[config.mk]
export PLATFORM = sky130hd
export DESIGN_NAME = i2c_slave_regfile
export DESIGN_NICKNAME = d
export VERILOG_FILES = /design/src/rtl/i2c_slave_regfile.sv
export SDC_FILE = /design/constraint.sdc
export NUM_CORES = 1
export LEC_CHECK = 0
export ABC_CLOCK_PERIOD_IN_PS = 4000
export BUFFER_PORTS_ARGS = -buffer_cell sky130_fd_sc_hd__buf_2
export CAP_MARGIN = 10
export CORE_MARGIN = 4
export CORE_UTILIZATION = 35
export CTS_BUF_LIST = sky130_fd_sc_hd__clkbuf_4 sky130_fd_sc_hd__clkbuf_8
export DETAILED_ROUTE_END_ITERATION = 12
export GPL_TIMING_DRIVEN = 0
export PLACE_DENSITY = 0.64
export SLEW_MARGIN = 20
export SYNTH_ARGS = -nofsm -noshare
export SYNTH_HDL_FRONTEND = slang
export SYNTH_SLANG_ARGS = --single-unit
[constraint.sdc]
create_clock -name clk -period 4 [get_ports clk]
set_input_delay 0.8 -clock clk [delete_from_list [all_inputs] [get_ports clk]]
set_output_delay 0.8 -clock clk [all_outputs]
set_load 0.1 [all_outputs]
[src/rtl/i2c_slave_regfile.sv]
// I2C slave register file, clocked from the system clock.
// SCL/SDA are synchronised and glitch-filtered. The slave then exposes
// NUM_REGS writable bytes followed by NUM_MEAS read-only measurement bytes
// behind an auto-incrementing, wrapping register pointer.
//
// Ports:
//   clk        system clock (at least 16x SCL)
//   reset      asynchronous active-high reset
//   en         slave enable, sampled at START
//   my_addr    7-bit slave address
//   meas_in    read-only bytes, byte k at [8k+7:8k] -> pointer NUM_REGS+k
//   scl_in     SCL pad input (asynchronous)
//   sda_in     SDA pad input (asynchronous)
//   sda_oe     1 = pull SDA low, 0 = release
//   reg_bus    writable register contents, register k at [8k+7:8k]
//   wr_strobe  one-cycle pulse when a register is written
//   wr_index   index of the written register, valid with wr_strobe
//   busy       high from address ACK until STOP/START/return to IDLE
module i2c_slave_regfile #(
    parameter int NUM_REGS   = 4,
    parameter int NUM_MEAS   = 2,
    parameter int FILTER_LEN = 3,
    parameter int PTR_W      = 8
) (
    input  logic                  clk,
    input  logic                  reset,
    input  logic                  en,
    input  logic [6:0]            my_addr,
    input  logic [8*NUM_MEAS-1:0] meas_in,
    input  logic                  scl_in,
    input  logic                  sda_in,
    output logic                  sda_oe,
    output logic [8*NUM_REGS-1:0] reg_bus,
    output logic                  wr_strobe,
    output logic [PTR_W-1:0]      wr_index,
    output logic                  busy
);

    typedef enum logic [3:0] {
        IDLE, ADDR, ADDR_ACK, PTR, PTR_ACK, WR_DATA, WR_ACK, RD_DATA, RD_ACK
    } state_t;

    localparam int CW = (FILTER_LEN > 1) ? $clog2(FILTER_LEN) : 1;
    localparam logic [8:0] TOTAL9 = 9'(NUM_REGS + NUM_MEAS);
    localparam logic [8:0] REGS9 = 9'(NUM_REGS);
    localparam logic [PTR_W-1:0] LAST_PTR = PTR_W'(NUM_REGS + NUM_MEAS - 1);

    // Index 0 is SCL, index 1 is SDA throughout the input path.
    logic [1:0] sync1, sync2, filt, filt_prev;
    logic [CW-1:0] cnt [2];

    state_t state, state_n;
    logic [3:0] bit_cnt, bit_cnt_n;
    logic [7:0] shift_q, shift_n, tx_q, tx_n, rd_byte;
    logic is_read, is_read_n;
    logic [PTR_W-1:0] ptr, ptr_n, ptr_inc, wr_index_q, wr_index_n;
    logic [8*NUM_REGS-1:0] regs_q, regs_n;
    logic sda_oe_q, sda_oe_n, busy_q, busy_n, wr_strobe_q, wr_strobe_n;
    logic scl_f, sda_f, scl_rise, scl_fall, start_ev, stop_ev, byte_done;

    // Two-flop synchroniser followed by a counter filter: the filtered level
    // only follows the synchronised line after FILTER_LEN consecutive samples
    // that disagree with it, so short glitches never reach the event logic.
    always_ff @(posedge clk or posedge reset) begin
        if (reset) begin
            sync1     <= '1;
            sync2     <= '1;
            filt      <= '1;
            filt_prev <= '1;
            cnt[0]    <= '0;
            cnt[1]    <= '0;
        end else begin
            sync1     <= {sda_in, scl_in};
            sync2     <= sync1;
            filt_prev <= filt;
            for (int i = 0; i < 2; i++) begin
                if (sync2[i] == filt[i]) begin
                    cnt[i] <= '0;
                end else if (cnt[i] == CW'(FILTER_LEN - 1)) begin
                    filt[i] <= sync2[i];
                    cnt[i]  <= '0;
                end else begin
                    cnt[i] <= cnt[i] + 1'b1;
                end
            end
        end
    end

    assign scl_f     = filt[0];
    assign sda_f     = filt[1];
    assign scl_rise  = scl_f & ~filt_prev[0];
    assign scl_fall  = ~scl_f & filt_prev[0];
    // SCL must have been high in both samples so an SCL edge is never
    // mistaken for a START or STOP.
    assign start_ev  = filt_prev[1] & ~sda_f & scl_f & filt_prev[0];
    assign stop_ev   = ~filt_prev[1] & sda_f & scl_f & filt_prev[0];
    assign byte_done = scl_fall && (bit_cnt == 4'd8);
    assign ptr_inc   = (ptr == LAST_PTR) ? '0 : ptr + 1'b1;

    // Byte addressed by the pointer: a writable register or a measurement.
    always_comb begin
        rd_byte = '0;
        for (int k = 0; k < NUM_REGS; k++)
            if (9'(ptr) == 9'(k)) rd_byte = regs_q[8*k +: 8];
        for (int k = 0; k < NUM_MEAS; k++)
            if (9'(ptr) == 9'(NUM_REGS + k)) rd_byte = meas_in[8*k +: 8];
    end

    // State register and all datapath registers.
    always_ff @(posedge clk or posedge reset) begin
        if (reset) begin
            state       <= IDLE;
            bit_cnt     <= '0;
            shift_q     <= '0;
            tx_q        <= '0;
            is_read     <= 1'b0;
            ptr         <= '0;
            regs_q      <= '0;
            sda_oe_q    <= 1'b0;
            busy_q      <= 1'b0;
            wr_strobe_q <= 1'b0;
            wr_index_q  <= '0;
        end else begin
            state       <= state_n;
            bit_cnt     <= bit_cnt_n;
            shift_q     <= shift_n;
            tx_q        <= tx_n;
            is_read     <= is_read_n;
            ptr         <= ptr_n;
            regs_q      <= regs_n;
            sda_oe_q    <= sda_oe_n;
            busy_q      <= busy_n;
            wr_strobe_q <= wr_strobe_n;
            wr_index_q  <= wr_index_n;
        end
    end

    // Next-state logic. STOP and START override everything. Bits shift in on
    // SCL rise; all sda_oe changes are made on an SCL fall so that SDA only
    // moves while SCL is low. A write byte is committed only once all eight
    // bits are in, so an aborted byte never reaches the registers.
    always_comb begin
        state_n     = state;
        bit_cnt_n   = bit_cnt;
        shift_n     = shift_q;
        tx_n        = tx_q;
        is_read_n   = is_read;
        ptr_n       = ptr;
        regs_n      = regs_q;
        sda_oe_n    = sda_oe_q;
        busy_n      = busy_q;
        wr_strobe_n = 1'b0;
        wr_index_n  = wr_index_q;

        if (stop_ev) begin
            state_n  = IDLE;
            sda_oe_n = 1'b0;
            busy_n   = 1'b0;
        end else if (start_ev) begin
            state_n   = en ? ADDR : IDLE;
            bit_cnt_n = '0;
            sda_oe_n  = 1'b0;
            busy_n    = 1'b0;
        end else begin
            if (scl_rise && bit_cnt < 4'd8 &&
                (state inside {ADDR, PTR, WR_DATA, RD_DATA})) begin
                shift_n   = {shift_q[6:0], sda_f};
                bit_cnt_n = bit_cnt + 4'd1;
            end
            case (state)
                ADDR: if (byte_done) begin
                    bit_cnt_n = '0;
                    if (shift_q[7:1] == my_addr) begin
                        state_n   = ADDR_ACK;
                        sda_oe_n  = 1'b1;
                        busy_n    = 1'b1;
                        is_read_n = shift_q[0];
                    end else begin
                        state_n  = IDLE;
                        sda_oe_n = 1'b0;
                    end
                end
                ADDR_ACK: if (scl_fall) begin
                    if (is_read) begin
                        state_n  = RD_DATA;
                        sda_oe_n = ~rd_byte[7];
                        tx_n     = {rd_byte[6:0], 1'b0};
                    end else begin
                        state_n  = PTR;
                        sda_oe_n = 1'b0;
                    end
                end
                PTR: if (byte_done) begin
                    bit_cnt_n = '0;
                    if ({1'b0, shift_q} < TOTAL9) begin
                        ptr_n    = shift_q[PTR_W-1:0];
                        state_n  = PTR_ACK;
                        sda_oe_n = 1'b1;
                    end else begin
                        state_n  = IDLE;
                        sda_oe_n = 1'b0;
                        busy_n   = 1'b0;
                    end
                end
                PTR_ACK, WR_ACK: if (scl_fall) begin
                    state_n  = WR_DATA;
                    sda_oe_n = 1'b0;
                end
                WR_DATA: if (byte_done) begin
                    bit_cnt_n = '0;
                    state_n   = WR_ACK;
                    sda_oe_n  = 1'b1;
                    ptr_n     = ptr_inc;
                    // Measurement bytes are acknowledged but not stored.
                    if (9'(ptr) < REGS9) begin
                        for (int k = 0; k < NUM_REGS; k++)
                            if (9'(ptr) == 9'(k)) regs_n[8*k +: 8] = shift_q;
                        wr_strobe_n = 1'b1;
                        wr_index_n  = ptr;
                    end
                end
                RD_DATA: if (scl_fall) begin
                    if (bit_cnt == 4'd8) begin
                        state_n   = RD_ACK;
                        sda_oe_n  = 1'b0;
                        bit_cnt_n = '0;
                    end else begin
                        sda_oe_n = ~tx_q[7];
                        tx_n     = {tx_q[6:0], 1'b0};
                    end
                end
                // bit_cnt marks that the master's ACK bit has been sampled,
                // so the fall that entered RD_ACK cannot trigger a reload.
                RD_ACK: begin
                    if (scl_rise) begin
                        if (sda_f) begin
                            state_n = IDLE;
                            busy_n  = 1'b0;
                        end else begin
                            ptr_n     = ptr_inc;
                            bit_cnt_n = 4'd1;
                        end
                    end else if (scl_fall && bit_cnt != 4'd0) begin
                        state_n   = RD_DATA;
                        bit_cnt_n = '0;
                        sda_oe_n  = ~rd_byte[7];
                        tx_n      = {rd_byte[6:0], 1'b0};
                    end
                end
                default: ;
            endcase
        end
    end

    assign sda_oe    = sda_oe_q;
    assign reg_bus   = regs_q;
    assign wr_strobe = wr_strobe_q;
    assign wr_index  = wr_index_q;
    assign busy      = busy_q;

endmodule

Yosys cells after proc, flatten, opt, wreduce, memory -nomap -nowiden
Index checks and enable logic that the tools add are counted.
- register bits: 88
- input bits: 28
- output and inout port bits: 43
- word-level logic and storage cells: 197
- add/sub/neg operators: 4
- order comparisons: 3
- eq/ne operators: 45
- muxes and demuxes: 79
- bitwise gates (word level): 18
- reduce and logical (&&, ||, !) cells: 27
- operators with widths (kind ; number):
    $mux 8 ; 18
    $mux 4 ; 20
    $pmux 8 s3 ; 2
    $ne 4x4->1 const B ; 11
    $mux 1 ; 28
    $pmux 4 s7 ; 1
    $reduce_and 6->1 ; 4
    $ne 2x2->1 const B ; 10
    $reduce_and 9->1 ; 2
    $eq 4x3->1 const B ; 4
    $eq 8x2->1 const B ; 2
    $eq 8x3->1 const B ; 2
    $lt 8x3->1 const B ; 2
    $pmux 4 s3 ; 1
    $mux 2 ; 5
    $ne 5x5->1 const B ; 2
    $not 1->1 ; 10
    $reduce_and 10->1 ; 1
    $reduce_and 5->1 ; 2
    $reduce_bool 9->1 ; 1
    $add 8x1->8 const B ; 1
    $and 1x1->1 ; 8
    $eq 4x2->1 const B ; 2
    $eq 4x4->1 const B ; 2
    other kinds (24) ; 35

Longest topological paths before layout
Gate-level depths: netlist (run 1).
- depth after elaboration: 13
- gate-level depth with buffers: 9
- depth with buffers taken out: 8

Worst setup path after synthesis (run 1)
OpenSTA, ideal clock, no wires.
- path kind: reg2reg
- start: register filt[0]
- end: register state[0]
- arrival: 2161 ps
- slack: 1714 ps
- cell stages (with the launch flop): 8
- buffers on the path: 2
- cells stage by stage: dfstp_2 -> buf_2 -> nand2_1 -> or2_1 -> and3_1 -> or4_1 -> buf_2 -> mux2_4
- word-level cells in the longest chain between the ends: 5
- elaborated cells between the ends (all ways): 24
- classes of those cells: eq/ne: 9; mux: 4; bitwise: 7; reduce/logical: 4
- ends and longest elaborated chain (element ; line ; RTL):
    start: declaration ; 49 ; logic [1:0] sync1, sync2, filt, filt_prev;
    start signal: indexed assignment ; 80 ; filt[i] <= sync2[i];
    $and 1x1->1 / $not 1->1 (equally long branches) ; 91, 92 ;
    $mux 4 / $and 1x1->1 (equally long branches) ; 235, 92 ;
    $pmux 4 s7, or another cell as far along ; 170 ; case (state)
    $mux 4, or another cell as far along ; 159 ; end else if (start_ev) begin
    $mux 4 / $reduce_and 10->1 (equally long branches) ; n/a ;
    end signal: assignment ; 124 ; state <= state_n;
    end: declaration ; 52 ; state_t state, state_n;
Parallel ways exist; a longest one is shown, timed or not.
A chain may end at the register's enable or synchronous reset.

Worst setup path after layout (run 1)
- start: register state[2]
- end: register regs_q[11], in the netlist reg_bus[11]
- word-level cells in the longest chain between the ends: 2
- ends and longest elaborated chain (element ; line ; RTL):
    $eq 4x3->1 ; 170 ;
    $reduce_and 6->1 (no line) ; n/a ;
    end signal: assignment ; 130 ; regs_q <= regs_n;
    end: declaration ; 57 ; logic [8*NUM_REGS-1:0] regs_q, regs_n;
No other way between the ends.

==> results of run 1 <==
-- per-stage QoR --
stage | hold WS (ps) | TNS (ps) | cell area [um^2]
after global placement | 347 | -420 | 5210
final | 360 | 0 | 5450
after global routing | 366 | 0 | 5450
after detailed placement | 349 | 0 | 5240
after CTS | 362 | 0 | 5450
after floorplan | 345 | 0 | 4640
-- cells in the mapped netlist (3+ instances only) --
library cell	n
sky130_fd_sc_hd__o21ai_0	15
sky130_fd_sc_hd__o211ai_1	3
sky130_fd_sc_hd__nor2b_1	8
sky130_fd_sc_hd__a21oi_1	32
sky130_fd_sc_hd__buf_2	10
sky130_fd_sc_hd__a31oi_1	9
sky130_fd_sc_hd__nor3b_1	4
sky130_fd_sc_hd__a211oi_1	3
sky130_fd_sc_hd__or4_1	10
sky130_fd_sc_hd__ha_1	6
sky130_fd_sc_hd__mux2_4	4
sky130_fd_sc_hd__nand2_1	20
sky130_fd_sc_hd__dfstp_2	8
sky130_fd_sc_hd__clkbuf_1	22
sky130_fd_sc_hd__mux2_2	43
sky130_fd_sc_hd__a221o_1	7
sky130_fd_sc_hd__a221oi_1	9
sky130_fd_sc_hd__nor2_1	21
sky130_fd_sc_hd__nand4_1	3
sky130_fd_sc_hd__xnor2_1	10
sky130_fd_sc_hd__nor3_1	13
sky130_fd_sc_hd__a22oi_1	3
sky130_fd_sc_hd__o22ai_1	5
sky130_fd_sc_hd__dfrtp_1	79
sky130_fd_sc_hd__nand4b_1	3
sky130_fd_sc_hd__and2_1	10
sky130_fd_sc_hd__and3_1	4
sky130_fd_sc_hd__nand3_1	12
sky130_fd_sc_hd__inv_1	18
sky130_fd_sc_hd__nand2b_1	5
sky130_fd_sc_hd__a211o_1	3
sky130_fd_sc_hd__or2_2	3
-- critical path, delay by kind of cell, from the launching register on --
family	cells	cell delay, ps
simple gates	3	1090
buf+inv	4	910
mux	1	370
flops	1	340
-- power groups by stage --
stage          registers [uW]  logic (uW)  clock network [uW]
3_3_place_gp             1190        1330                   0
3_5_place_dp             1200        1360                   0
5_1_grt                  1210        1520                 699
4_1_cts                  1180        1360                 659
2_1_floorplan            1210         952                   0
6_report                 1190        1370                 646
-- cell families (layout without fill, tap and decap cells) --
family,after synthesis,in the layout,share of synthesized area
and+or+nand+nor,133,133,0.165
AOI/OAI and AO/OA,112,112,0.166
DFF,87,87,0.471
buffers and inverters,53,139,0.0458
muxes,47,47,0.117
xor gates and xnor gates,10,10,0.0189
adders and majority gates,6,6,0.0162
-- state kept, by name (all words and copies together), names as in the netlist, 4 cells and up --
signal	count
state	4
cnt	4
shift_q	8
wr_index	8
bit_cnt	4
tx_q	7
reg_bus	32
ptr	8
-- per-layer routing --
layer	share of wire	routed length [um]	vias up
met5	0	0	-
met4	0.025	318	0
met3	0.060	769	23
met2	0.46	5940	137
met1	0.45	5830	1936
li1	-	-	1811
-- cell type report --
cell class / instances / area, um^2
Tap cell: 172 / 215
Clock inverter: 4 / 55.1
Sequential cell: 87 / 2190
Buffer: 34 / 141
Inverter: 19 / 73.8
Multi-Input combinational cell: 308 / 2240
Fill cell: 1290 / 7380
Clock buffer: 11 / 151
Timing Repair Buffer: 71 / 378
-- worst max path at each step --
stage | from | end | slack [ps] | cells after the start
after CTS | state[2] | reg_bus[9] | 1210 | 8
final | state[2] | reg_bus[11] | 1180 | 8
after detailed placement | state[2] | reg_bus[9] | 1240 | 8
after global placement | reset | wr_index[7] | -10 | 2
after floorplan | reset | bit_cnt[0] | 960 | 1
after global routing | ptr[0] | tx_q[3] | 980 | 9
==> run summary, run 1 <==
The number of nets in the layout is 564. Number of placed I/O pins: 71. The cell count after synthesis came out at 448. Number of remaining DRC errors: 0. The top flip-flop cell by instance count after synthesis is sky130_fd_sc_hd__dfrtp_1. The count of final hold-check violations is 0.

Traced cell by cell, the critical path runs through buf_2 -> buf_2 -> nor4bb_1 -> nand3_1 -> clkinv_1 -> and3_1 -> buf_2 -> mux2_2. The tools report the terminus of the critical flop-to-flop path as reg_bus[11]. The share of the synthesized area in the top cell type was 0.426. The area inside the core boundary came out at 12,800 um^2. The library cell used most frequently in the layout, excluding fill and tap cells, is sky130_fd_sc_hd__buf_2. The post-route antenna net violation count was 0; the average routed wire per standard cell was 18.2 um. The first global-routing pass estimated 20,900 um of wire. Setup repair after global routing left no endpoint under its margin.

Leaving out fill and tap cells, the most frequent cells in the layout are sky130_fd_sc_hd__buf_2 (80), sky130_fd_sc_hd__dfrtp_1 (79), sky130_fd_sc_hd__mux2_2 (43), sky130_fd_sc_hd__a21oi_1 (32), sky130_fd_sc_hd__clkbuf_1 (22). The slowest stage of the critical path belongs to the cell sky130_fd_sc_hd__nor4bb_1. The worst setup path is of the reg2reg kind.

The startpoint identified for the worst register-to-register timing path is state[2]. H-tree depth: 3. After synthesis, the cell types taking the most area are sky130_fd_sc_hd__dfrtp_1 (43%), sky130_fd_sc_hd__mux2_2 (10%), sky130_fd_sc_hd__dfstp_2 (4.5%). Input and output buffers added on the ports amount to 70. The final core area utilization is 0.425, and the clock input transition at the sequential cells of the worst setup and hold paths is 80 ps.

The number of nets handed over by synthesis was 482. The fraction of power consumed by combinational cells was 0.429. During synthesis, Yosys emitted a total of 0 warnings.

The run gives 0.251 as the met1 layer usage reported by global route. The run gives 66 as the number of different library cells in the post-synthesis netlist. The relative contribution of sequential cells to total power came out at 0.370.

The most utilized layer in the global route result is met2. The part of the cycle the worst path needs came out at 0.705. Across all register-to-register paths, the minimum setup slack is 1180 ps.

The fraction of layout instances using a drive strength above 1 was 0.303. The floorplan row count is 41. Summed over all layers, the global routing overflow is 0.

At the pin with the least slew margin, the transition time is 689 ps. The count of placed standard cells including taps was 691. The routing usage on met3 is 0.0197. The area overhead of the layout relative to synthesis works out to 17.3%. The worst setup path is launched from a register. The total number of vias came out at 3,907.

For this design the total switching power over the nets is 1320 uW. The library cell occupying the most area in the post-synthesis netlist was sky130_fd_sc_hd__dfrtp_1. For this run, the slowest stage of the critical path takes 650 ps.

For this run, the detailed router's first-pass iteration total came to 5. The synthesized design contains 0 enable-type register cells. Entering global routing, the biggest net connects 49 pins. Die area: 15,200 um^2.

Across the run, the number of max-cap violations was 0. Final number of setup-violating endpoints: 0. The initial detailed-routing violation count was 276. The number of clock sinks came out at 87. The design draws 3210 uW. In this run the static leakage power is 0.00253 uW.

The number of cells in the finished layout apart from fillers was 706; the mean instance size in the synthesized netlist was 10.4 um^2. The endpoint arrival time on the critical path was 3070 ps; the number of cells on the worst reg-to-reg path was 8. The endpoint kind of the worst setup timing path was a register.

In the post-route analysis, the smallest setup slack over all paths is 1180 ps. The congestion estimate from routability-driven global placement came to 0.909. The worst hold path begins at sync1[1]. The logs give 370 ps for the latest clock arrival within the worst-skew pair and 4640 um^2 for the area of the mapped netlist. Between clock sinks in the finished design, the worst skew comes to 10.8 ps. For the final max-slew violation count, the log shows 0.

The tools report the hold path endpoint as sync2[1]. The internal power of the cells totals 1890 uW. The remaining max-slew budget at the tightest pin was 0.534; the largest fanout of any net on the critical path was 10. Worst path required time: 4250 ps. The run gives 0.278 as the met2 demand-to-capacity share in global routing. The logs give 12,900 um for the routed wire length and 0.177 for the total routing usage reported by global routing.

The die is 123 um tall. No sink is reached through more buffers than the 2 on the longest clock path. After layout, the minimum clock period comes to 2820 ps. TritonCTS built the clock tree. After legalization and detailed placement, the total HPWL measured 9590 um.

Net switching fraction of the power: 0.410. Post-CTS repair changed the size of 0 cells. The number of global-route vias before repair is 3,981, and the die extent in x is 123 um. Buffers inserted to repair hold after CTS numbered 0. 0 antenna diodes ended up in the layout. The async set-or-reset flop fraction in the synthesized netlist came out at 1.00. Classification of the worst-slack hold path: reg2reg. Number of antenna violations at the first check in global routing: 1.

The detail-routed via count per cell came out at 5.53. Timing analysis after detailed placement gives a worst setup slack of 1240 ps. The tools report the fraction of the yosys area taken by sequential cells as 0.471. The clock tree root driver cell was sky130_fd_sc_hd__clkbuf_8.

The cell that appears most often on the critical path is sky130_fd_sc_hd__buf_2. After synthesis the netlist holds a flip-flop and latch count of 87. The number of instances on the worst hold path was 0; the clock network fraction of design power was 0.201. For this run, the top clock speed supported by timing is 354 MHz.

In this run the post-CTS setup repair buffer count came out at 0. The run finished with clean final reports. IR analysis of the VDD net gives a maximum drop of 171 uV.

The ratio of total power to cell area works out to 589 nW/um^2. The number of clock buffers inserted by TritonCTS is 9. The starting density of the core is 0.362.
(Power assumes the default switching activity.)
==> run 2, diff against run 1 <==
--- a/config.mk
+++ b/config.mk
@@ -5,7 +5,8 @@
 export SDC_FILE = /design/constraint.sdc
 export NUM_CORES = 1
 export LEC_CHECK = 0
-export ABC_CLOCK_PERIOD_IN_PS = 4000
+export ABC_AREA = 1
+export ABC_CLOCK_PERIOD_IN_PS = 2800
 export BUFFER_PORTS_ARGS = -buffer_cell sky130_fd_sc_hd__buf_2
 export CAP_MARGIN = 10
 export CORE_MARGIN = 4
@@ -13,7 +14,7 @@
 export CTS_BUF_LIST = sky130_fd_sc_hd__clkbuf_4 sky130_fd_sc_hd__clkbuf_8
 export DETAILED_ROUTE_END_ITERATION = 12
 export GPL_TIMING_DRIVEN = 0
-export PLACE_DENSITY = 0.64
+export PLACE_DENSITY = 0.63
 export SLEW_MARGIN = 20
 export SYNTH_ARGS = -nofsm -noshare
 export SYNTH_HDL_FRONTEND = slang
==> constraint.sdc (replaced) <==
create_clock -name clk -period 2.8 [get_ports clk]
set_input_delay 0.56 -clock clk [delete_from_list [all_inputs] [get_ports clk]]
set_output_delay 0.56 -clock clk [all_outputs]
set_load 0.1 [all_outputs]
==> run summary, run 2 <==
The flow ran to the end, and the final reports show no timing, DRC or antenna violations. The count of final hold-check violations was 0 (unchanged); the clock network fraction of design power was 0.182 (-0.019). The most frequently used cell type in the post-synthesis netlist was sky130_fd_sc_hd__nand2_1. The tools report the H-tree depth as 3 (unchanged).

The tools report the die area as 15,900 um^2 (+5.0%). The final max-slew violation count is 0 (unchanged). Relative contribution of sequential cells to total power: 0.388 (+0.018). For this design, the slowest cell found on the critical path is sky130_fd_sc_hd__dfrtp_1.

The async set-or-reset flop fraction in the synthesized netlist is 1.00 (unchanged), and the final number of setup-violating endpoints is 0 (unchanged). The run gives 9 (unchanged) as the number of clock buffers inserted by TritonCTS. The worst voltage drop across the vdd grid is 242 uV (+41%), and the total power of the final layout is 4580 uW (+43%). The net count after synthesis is 662 (+37%), and the number of fill cells in the layout is 1,408 (+9.1%). The number of setup buffers added after CTS came out at 0 (unchanged). The logs give 2490 uW (+32%) for the internal power summed over all cells and 2 (unchanged) for the maximum number of buffers from clock root to sink.

The largest stage delay on the critical path was 420 ps (-230 ps); the floorplan row count was 42 (+2.4%). Net switching fraction of the power: 0.455 (+0.0453). The number of antenna violations at the first check in global routing was 0 (-1). For the number of cells in the finished layout apart from fillers, the log shows 891 (+26%). The mean instance size in the synthesized netlist was 7.79 um^2 (-25%). Initial detailed-routing violation count: 355 (+29%). The library cell used most frequently in the layout, excluding fill and tap cells, is sky130_fd_sc_hd__nand2_1. The top cell types in the final layout, fill and taps aside, are sky130_fd_sc_hd__nand2_1 (159), sky130_fd_sc_hd__dfrtp_1 (79), sky130_fd_sc_hd__buf_2 (77), sky130_fd_sc_hd__inv_1 (75), sky130_fd_sc_hd__nor2_1 (70).

The routed wire length is 12,800 um (-0.43%), and the worst path required time is 3070 ps (-1180 ps). Setup repair after global routing left no endpoint under its margin. The run gives 573 ps (-663 ps) as the post-placement setup slack. Clock input transition at the sequential cells of the worst setup and hold paths: 100 ps (+20 ps). The area inside the core boundary was 13,500 um^2 (+4.9%). For the starting density of the core, the log shows 0.364 (+0.00151). Number of warnings printed during yosys synthesis: 0 (unchanged).

The top flip-flop cell by instance count after synthesis was sky130_fd_sc_hd__dfrtp_1. The tools report the routability congestion estimate as 0.895 (-1.6%). The y dimension of the die was 126 um (+2.5%).

The count of inserted antenna diode cells was 0 (unchanged). The area overhead of the layout relative to synthesis was 15.9%; the fmax was 445 MHz (+26%). The count of buffers from port buffering works out to 70 (unchanged).

Element type at the critical path start: a register. Ranked by instance count, the synthesized netlist is headed by sky130_fd_sc_hd__nand2_1 (159), sky130_fd_sc_hd__dfrtp_1 (79), sky130_fd_sc_hd__inv_1 (76). The fraction of power consumed by combinational cells is 0.431 (+0.002). The tools report the placed wire-length estimate as 9530 um (-0.63%).

The detail-routed via count per cell was 4.87 (-12%). The share of the synthesized area in the top cell type was 0.404 (-0.0216); the number of clock sinks was 87 (unchanged). TritonCTS built the clock tree.

The tools report the endpoint arrival time on the critical path as 2520 ps (-550 ps). The tools report the largest net degree at the start of global routing as 68 (+39%). The setup skew after layout came out at 18.0 ps (+7.20 ps). The ratio of total power to cell area came out at 807 nW/um^2 (+37%).

The path class of the tightest hold or removal check is in2async. The number of nets in the layout is 744 (+32%). First-pass GRT wire length: 20,900 um (-0.33%). Broken down by cell family, the worst path's largest delay share belongs to simple AND/OR/NAND/NOR gates.

The total number of vias is 4,336 (+11%). For the final setup slack of the worst path, the log shows 553 ps (-626 ps). The pin slew with the least headroom to its limit is 503 ps (-186 ps). The total of cells resized after clock tree synthesis was 0 (unchanged); the number of maximum-capacitance constraint violations was 0 (unchanged).

The logs give 2080 uW (+58%) for the net switching component of the power and 0 (unchanged) for the global-route congestion overflow total. First-pass iteration count of the detailed router: 5 (unchanged). The largest fanout of any net on the critical path is 9 (-1), and the cell count after synthesis is 628 (+40%).

The tools report the count of placed standard cells including taps as 875 (+27%). The tools report the endpoint kind of the worst setup timing path as a register. The count of hold buffers inserted by post-cts repair was 0 (unchanged).

The final core area utilization is 0.422 (-0.00309). The most prevalent standard cell on the critical path was sky130_fd_sc_hd__nand2_1. The kind of critical path is reg2reg. The run gives 4,002 (+0.53%) as the number of global-route vias before repair.

The logs give 44 (-33%) for the number of different library cells in the post-synthesis netlist and 0 (unchanged) for the number of remaining DRC errors. The run gives 2190 um^2 (unchanged) as the register area. Traced cell by cell, the critical path runs through inv_1 -> ha_1 -> inv_1 -> nor2_2 -> nand2_1 -> nand3_1 -> a21oi_1 -> o21ai_0 -> nand3_1 -> nand2_1 -> nand2_1.

The average routed wire per standard cell is 14.4 um (-21%), and the fraction of layout instances using a drive strength above 1 is 0.231 (-0.0726). The logs give 0.667 (+0.133) for the remaining max-slew budget at the tightest pin and 4890 um^2 (+5.3%) for the area of the mapped netlist. The post-route antenna net violation count is 0 (unchanged), and the number of flops mapped to enable cells by yosys is 0 (unchanged). The area occupied by multi-input gates is 2300 um^2 (+2.7%), and the leakage power is 0.00291 uW (+15%). The count of state elements after synthesis was 87 (unchanged). The fraction of the yosys area taken by sequential cells is 0.447 (-0.0238), and the die extent in x is 126 um (+2.5%). The part of the cycle the worst path needs is 0.803 (+0.0974), and the number of flip-flops under the largest register name is 32 (unchanged). Number of buffers and inverters on the critical path: 2 (-2). CTS placed an instance of sky130_fd_sc_hd__clkbuf_8 at the clock tree root.

By area the synthesized netlist is led by sky130_fd_sc_hd__dfrtp_1 (40%), sky130_fd_sc_hd__nand2_1 (12%), sky130_fd_sc_hd__inv_1 (5.8%). The minimum clock period after layout is 2250 ps (-574 ps), and the number of placed I/O pins is 71 (unchanged). The latest clock arrival within the worst-skew pair is 380 ps (about the same), and the total routing usage reported by global routing is 0.163 (-0.0142).

sky130_fd_sc_hd__dfrtp_1 takes more of the synthesized area than any other cell.
run 2: changes by cell type after synthesis, moves of 10 or more:
| cell | before | now |
|---|---|---|
| sky130_fd_sc_hd__or4_1 | 10 | 0 |
| sky130_fd_sc_hd__a21oi_2 | 0 | 11 |
| sky130_fd_sc_hd__and2_1 | 10 | 0 |
| sky130_fd_sc_hd__inv_1 | 18 | 76 |
| sky130_fd_sc_hd__nand2_1 | 20 | 159 |
| sky130_fd_sc_hd__mux2_2 | 43 | 0 |
| sky130_fd_sc_hd__clkbuf_1 | 22 | 2 |
| sky130_fd_sc_hd__o21ai_0 | 15 | 30 |
| sky130_fd_sc_hd__nand3_1 | 12 | 33 |
| sky130_fd_sc_hd__o21ai_1 | 0 | 23 |
| sky130_fd_sc_hd__a21oi_1 | 32 | 13 |
| sky130_fd_sc_hd__nor2_1 | 21 | 70 |
run 2: area by class of cell:
class                           count  area share
Multi-Input combinational cell    442       0.406
Sequential cell                    87       0.386
Timing Repair Buffer               71      0.0666
Inverter                           87      0.0593
Tap cell                          176      0.0388
Clock buffer                        9      0.0218
Buffer                             12      0.0121
Clock inverter                      7     0.00927
run 2: final timing paths:
path	start	end	slack, ps	cells past startpoint
max	ptr[1]	tx_q[5]	550	11
min	reset	wr_index[4]	110	2
max reg2reg	ptr[1]	tx_q[5]	550	11
min reg2reg	sync1[0]	sync2[0]	360	0
max in group asynchronous	reset	tx_q[2]	2080	3
min in group clk	sda_in	sync1[1]	280	1
run 2: cell families after synthesis:
group	Yosys count	share of synthesized area
adder cells (fa/ha/maj)	6	0.0153
AO/OA/AOI/OAI	102	0.127
AND/OR/NAND/NOR	319	0.300
multiplexers	5	0.0102
flip-flops	87	0.447
buffers and inverters	99	0.0818
XOR/XNOR	10	0.0179
run 2: layer usage:
metal	GRT usage	wire length (um)	vias to the layer above
li1	-	-	2185
met1	0.230	5980	2009
met2	0.248	5780	121
met3	0.0284	727	21
met4	0.0675	316	0
met5	0	0	-
run 2: worst reg2reg max path: stages, from the launching register on:
cell and delay (ps):
sky130_fd_sc_hd__dfrtp_1 420, sky130_fd_sc_hd__inv_1 170, sky130_fd_sc_hd__ha_1 170, sky130_fd_sc_hd__inv_1 60
sky130_fd_sc_hd__nor2_2 280, sky130_fd_sc_hd__nand2_1 260, sky130_fd_sc_hd__nand3_1 130, sky130_fd_sc_hd__a21oi_1 80
sky130_fd_sc_hd__o21ai_0 320, sky130_fd_sc_hd__nand3_1 130, sky130_fd_sc_hd__nand2_1 80, sky130_fd_sc_hd__nand2_1 40
run 2: stage by stage:
step / TNS [ps] / hold slack [ps] / instance area (um^2)
after global placement: -100320 / 347 / 5460
after CTS: 0 / 99.9 / 5670
after detailed placement: 0 / 347 / 5500
final: 0 / 107 / 5670
after global routing: 0 / 111 / 5670
after floorplan: 0 / 345 / 4890
run 2: power groups by stage:
stage          Clock, uW  Combinational, uW  Sequential, uW
2_1_floorplan          0               1470            1820
3_3_place_gp           0               1950            1790
3_5_place_dp           0               1960            1800
4_1_cts              855               1980            1770
5_1_grt              917               2240            1810
6_report             831               1970            1770
==> run 3, diff against run 2 <==
--- a/config.mk
+++ b/config.mk
@@ -6,7 +6,7 @@
 export NUM_CORES = 1
 export LEC_CHECK = 0
 export ABC_AREA = 1
-export ABC_CLOCK_PERIOD_IN_PS = 2800
+export ABC_CLOCK_PERIOD_IN_PS = 2300
 export BUFFER_PORTS_ARGS = -buffer_cell sky130_fd_sc_hd__buf_2
 export CAP_MARGIN = 10
 export CORE_MARGIN = 4
==> constraint.sdc (replaced) <==
create_clock -name clk -period 2.3 [get_ports clk]
set_input_delay 0.46 -clock clk [delete_from_list [all_inputs] [get_ports clk]]
set_output_delay 0.46 -clock clk [all_outputs]
set_load 0.1 [all_outputs]
==> run summary, run 3 (synthesis results as in run 2) <==
The number of cells on the worst reg-to-reg path is 11 (unchanged). The number of remaining DRC errors is 0 (unchanged). The most utilized layer in the global route result was met2. The average routed wire per standard cell is 14.5 um (+0.64%), and the count of final hold-check violations is 0 (unchanged).

The die extent in x was 126 um (unchanged). The element type at the critical path start was a register. The cell family contributing the most delay on the critical path is simple AND/OR/NAND/NOR gates. For the count of inserted antenna diode cells, the log shows 0 (unchanged).

The logs give 2380 ps (-140 ps) for the endpoint arrival time on the critical path and 71 (unchanged) for the number of placed I/O pins. The run gives 4,330 (-0.14%) as the total number of vias. The largest fanout of any net on the critical path came out at 10 (+1). Slowest cell on the critical path: sky130_fd_sc_hd__dfrtp_1. The tools report the met1 layer usage reported by global route as 0.234 (+0.00383). The fraction of layout instances using a drive strength above 1 came out at 0.238 (+0.00673). In this run the critical register-to-register path is launched from ptr[5]. The global-route congestion overflow total is 0 (unchanged).

The largest net degree at the start of global routing was 31 (-54%); the detail-routed via count per cell was 4.83 (-0.70%). The number of antenna violations at the first check in global routing came out at 0 (unchanged). For the fmax, the log shows 474 MHz (+6.6%).

Latest clock arrival within the worst-skew pair: 380 ps (about the same). For the routed wire length, the log shows 13,000 um (+1.2%). The floorplan row count is 42 (unchanged), and the post-placement setup slack is 58.1 ps (-515 ps). Total routing usage reported by global routing: 0.165 (+0.00232).

The flow ran to the end, and the final reports show no timing, DRC or antenna violations. The worst voltage drop across the vdd grid was 326 uV (+35%); the maximum number of buffers from clock root to sink was 2 (unchanged). Traced cell by cell, the critical path runs through nor2_1 -> nand2_1 -> inv_1 -> nand2_1 -> nor2_2 -> buf_2 -> inv_1 -> o211ai_1 -> nand4_1 -> nand2_1 -> nand2_1. The clock input transition at the sequential cells of the worst setup and hold paths is 90 ps (about the same). The largest stage delay on the critical path came out at 430 ps (about the same). The number of maximum-capacitance constraint violations is 0 (unchanged).

The number of clock buffers inserted by TritonCTS was 9 (unchanged); the final number of setup-violating endpoints was 0 (unchanged). The run gives 3 (unchanged) as the H-tree depth. In this run the clock root is driven by a sky130_fd_sc_hd__clkbuf_8. Setup repair after global routing left no endpoint under its margin.

The initial detailed-routing violation count came out at 308 (-13%). The post-route antenna net violation count was 0 (unchanged). The first-pass iteration count of the detailed router is 5 (unchanged). The number of flip-flops under the largest register name was 32 (unchanged). Among the stages of the critical path, the cell type that occurs most often is sky130_fd_sc_hd__nand2_1.

The part of the cycle the worst path needs was 0.917 (+0.114); the placed wire-length estimate was 9750 um (+2.3%). The library cells used most frequently in the layout, excluding fill and tap cells, are sky130_fd_sc_hd__nand2_1 (158), sky130_fd_sc_hd__dfrtp_1 (79), sky130_fd_sc_hd__buf_2 (77), sky130_fd_sc_hd__inv_1 (75), sky130_fd_sc_hd__nor2_1 (70). The first-pass GRT wire length was 20,900 um (+0.30%); the setup skew after layout was 12.3 ps (-5.75 ps).

The critical path is of the reg2reg type. The run gives 0.427 (+0.00521) as the final core area utilization. The setup slack of the worst register-to-register path is 190 ps (-360 ps), and the y dimension of the die is 126 um (unchanged). Number of nets in the layout: 749 (+0.67%). The run gives 0 (unchanged) as the final max-slew violation count. The most common library cell in the layout ignoring fill and taps was sky130_fd_sc_hd__nand2_1. The starting density of the core was 0.364 (unchanged); the routability congestion estimate was 0.900 (+0.59%). The number of global-route vias before repair is 3,941 (-1.5%), and the count of hold buffers inserted by post-cts repair is 0 (unchanged).

The worst path required time is 2570 ps (-500 ps). The leakage power came out at 0.00294 uW (+1.2%). The number of clock sinks is 87 (unchanged). The tools report the endpoint kind of the worst setup timing path as a register.

The final setup slack of the worst path was 192 ps (-361 ps); the minimum clock period after layout was 2110 ps (-139 ps). The met2 demand-to-capacity share in global routing came out at 0.247 (-0.00125). Classification of the worst-slack hold path: in2async. The terminus of the critical flop-to-flop path is tx_q[4]. The remaining max-slew budget at the tightest pin is 0.670 (+0.00331), and the ratio of total power to cell area is 981 nW/um^2 (+22%). The number of buffers and inverters on the critical path works out to 3 (+1). TritonCTS built the clock tree. From synthesis to final layout, the design area changed by 17.4%. The worst hold margin was 29.6 ps (-77.0 ps). Pin slew with the least headroom to its limit: 498 ps (-5.00 ps). The count of buffers from port buffering was 70 (unchanged); the final setup TNS was 0 ps (unchanged). For the routing usage on met3, the log shows 0.0440 (+0.0157). For the area inside the core boundary, the log shows 13,500 um^2 (unchanged).

The die area was 15,900 um^2 (unchanged).
## run 3: worst max path at each step
stage / from / end / slack [ps] / cells past startpoint
floorplan: filt[1] / state[0] / 530 / 8
global placement: ptr[1] / tx_q[5] / 90 / 11
detailed placement: ptr[1] / tx_q[5] / 60 / 11
CTS: ptr[1] / tx_q[5] / 30 / 11
global route: ptr[5] / tx_q[4] / 10 / 11
finish: ptr[5] / tx_q[4] / 190 / 11
## run 3: worst register-to-register path, cell delays in order (launching register included)
cell and delay, ps:
sky130_fd_sc_hd__dfrtp_1 430, sky130_fd_sc_hd__nor2_1 120, sky130_fd_sc_hd__nand2_1 160, sky130_fd_sc_hd__inv_1 150
sky130_fd_sc_hd__nand2_1 120, sky130_fd_sc_hd__nor2_2 190, sky130_fd_sc_hd__buf_2 270, sky130_fd_sc_hd__inv_1 130
sky130_fd_sc_hd__o211ai_1 170, sky130_fd_sc_hd__nand4_1 150, sky130_fd_sc_hd__nand2_1 90, sky130_fd_sc_hd__nand2_1 50
## run 3: layer usage
layer | vias to the layer above | wire length, um
li1 | 2201 | -
met1 | 1975 | 6100
met2 | 134 | 5720
met3 | 20 | 845
met4 | 0 | 296
met5 | - | 0
## run 3: layout make-up
class                   instances  area (um^2)
fillers                      1384         7710
multi-input cells             442         2310
flip-flops and latches         87         2190
repair buffers                 76          440
inverters                      87          335
well taps                     176          220
clock buffers                  14          168
plain buffers                  12         68.8
clock inverters                 2         10.0
## run 3: timing repair
item	in CTS	in global routing
setup buffers	0	3
setup endpoints to repair	0	18
gates resized for setup	0	3
## run 3: where the power goes
| group | switching, uW | internal (uW) |
|---|---|---|
| Clock | 546 | 468 |
| Combinational | 1670 | 790 |
| Sequential | 287 | 1870 |
## run 3: stage by stage
step                total power (uW)  instance area (um^2)  instances
floorplan                       4010                  4900        628
global placement                4550                  5470        874
detailed placement              4600                  5530        877
CTS                             5630                  5710        893
global route                    6080                  5740        896
finish                          5630                  5740        896
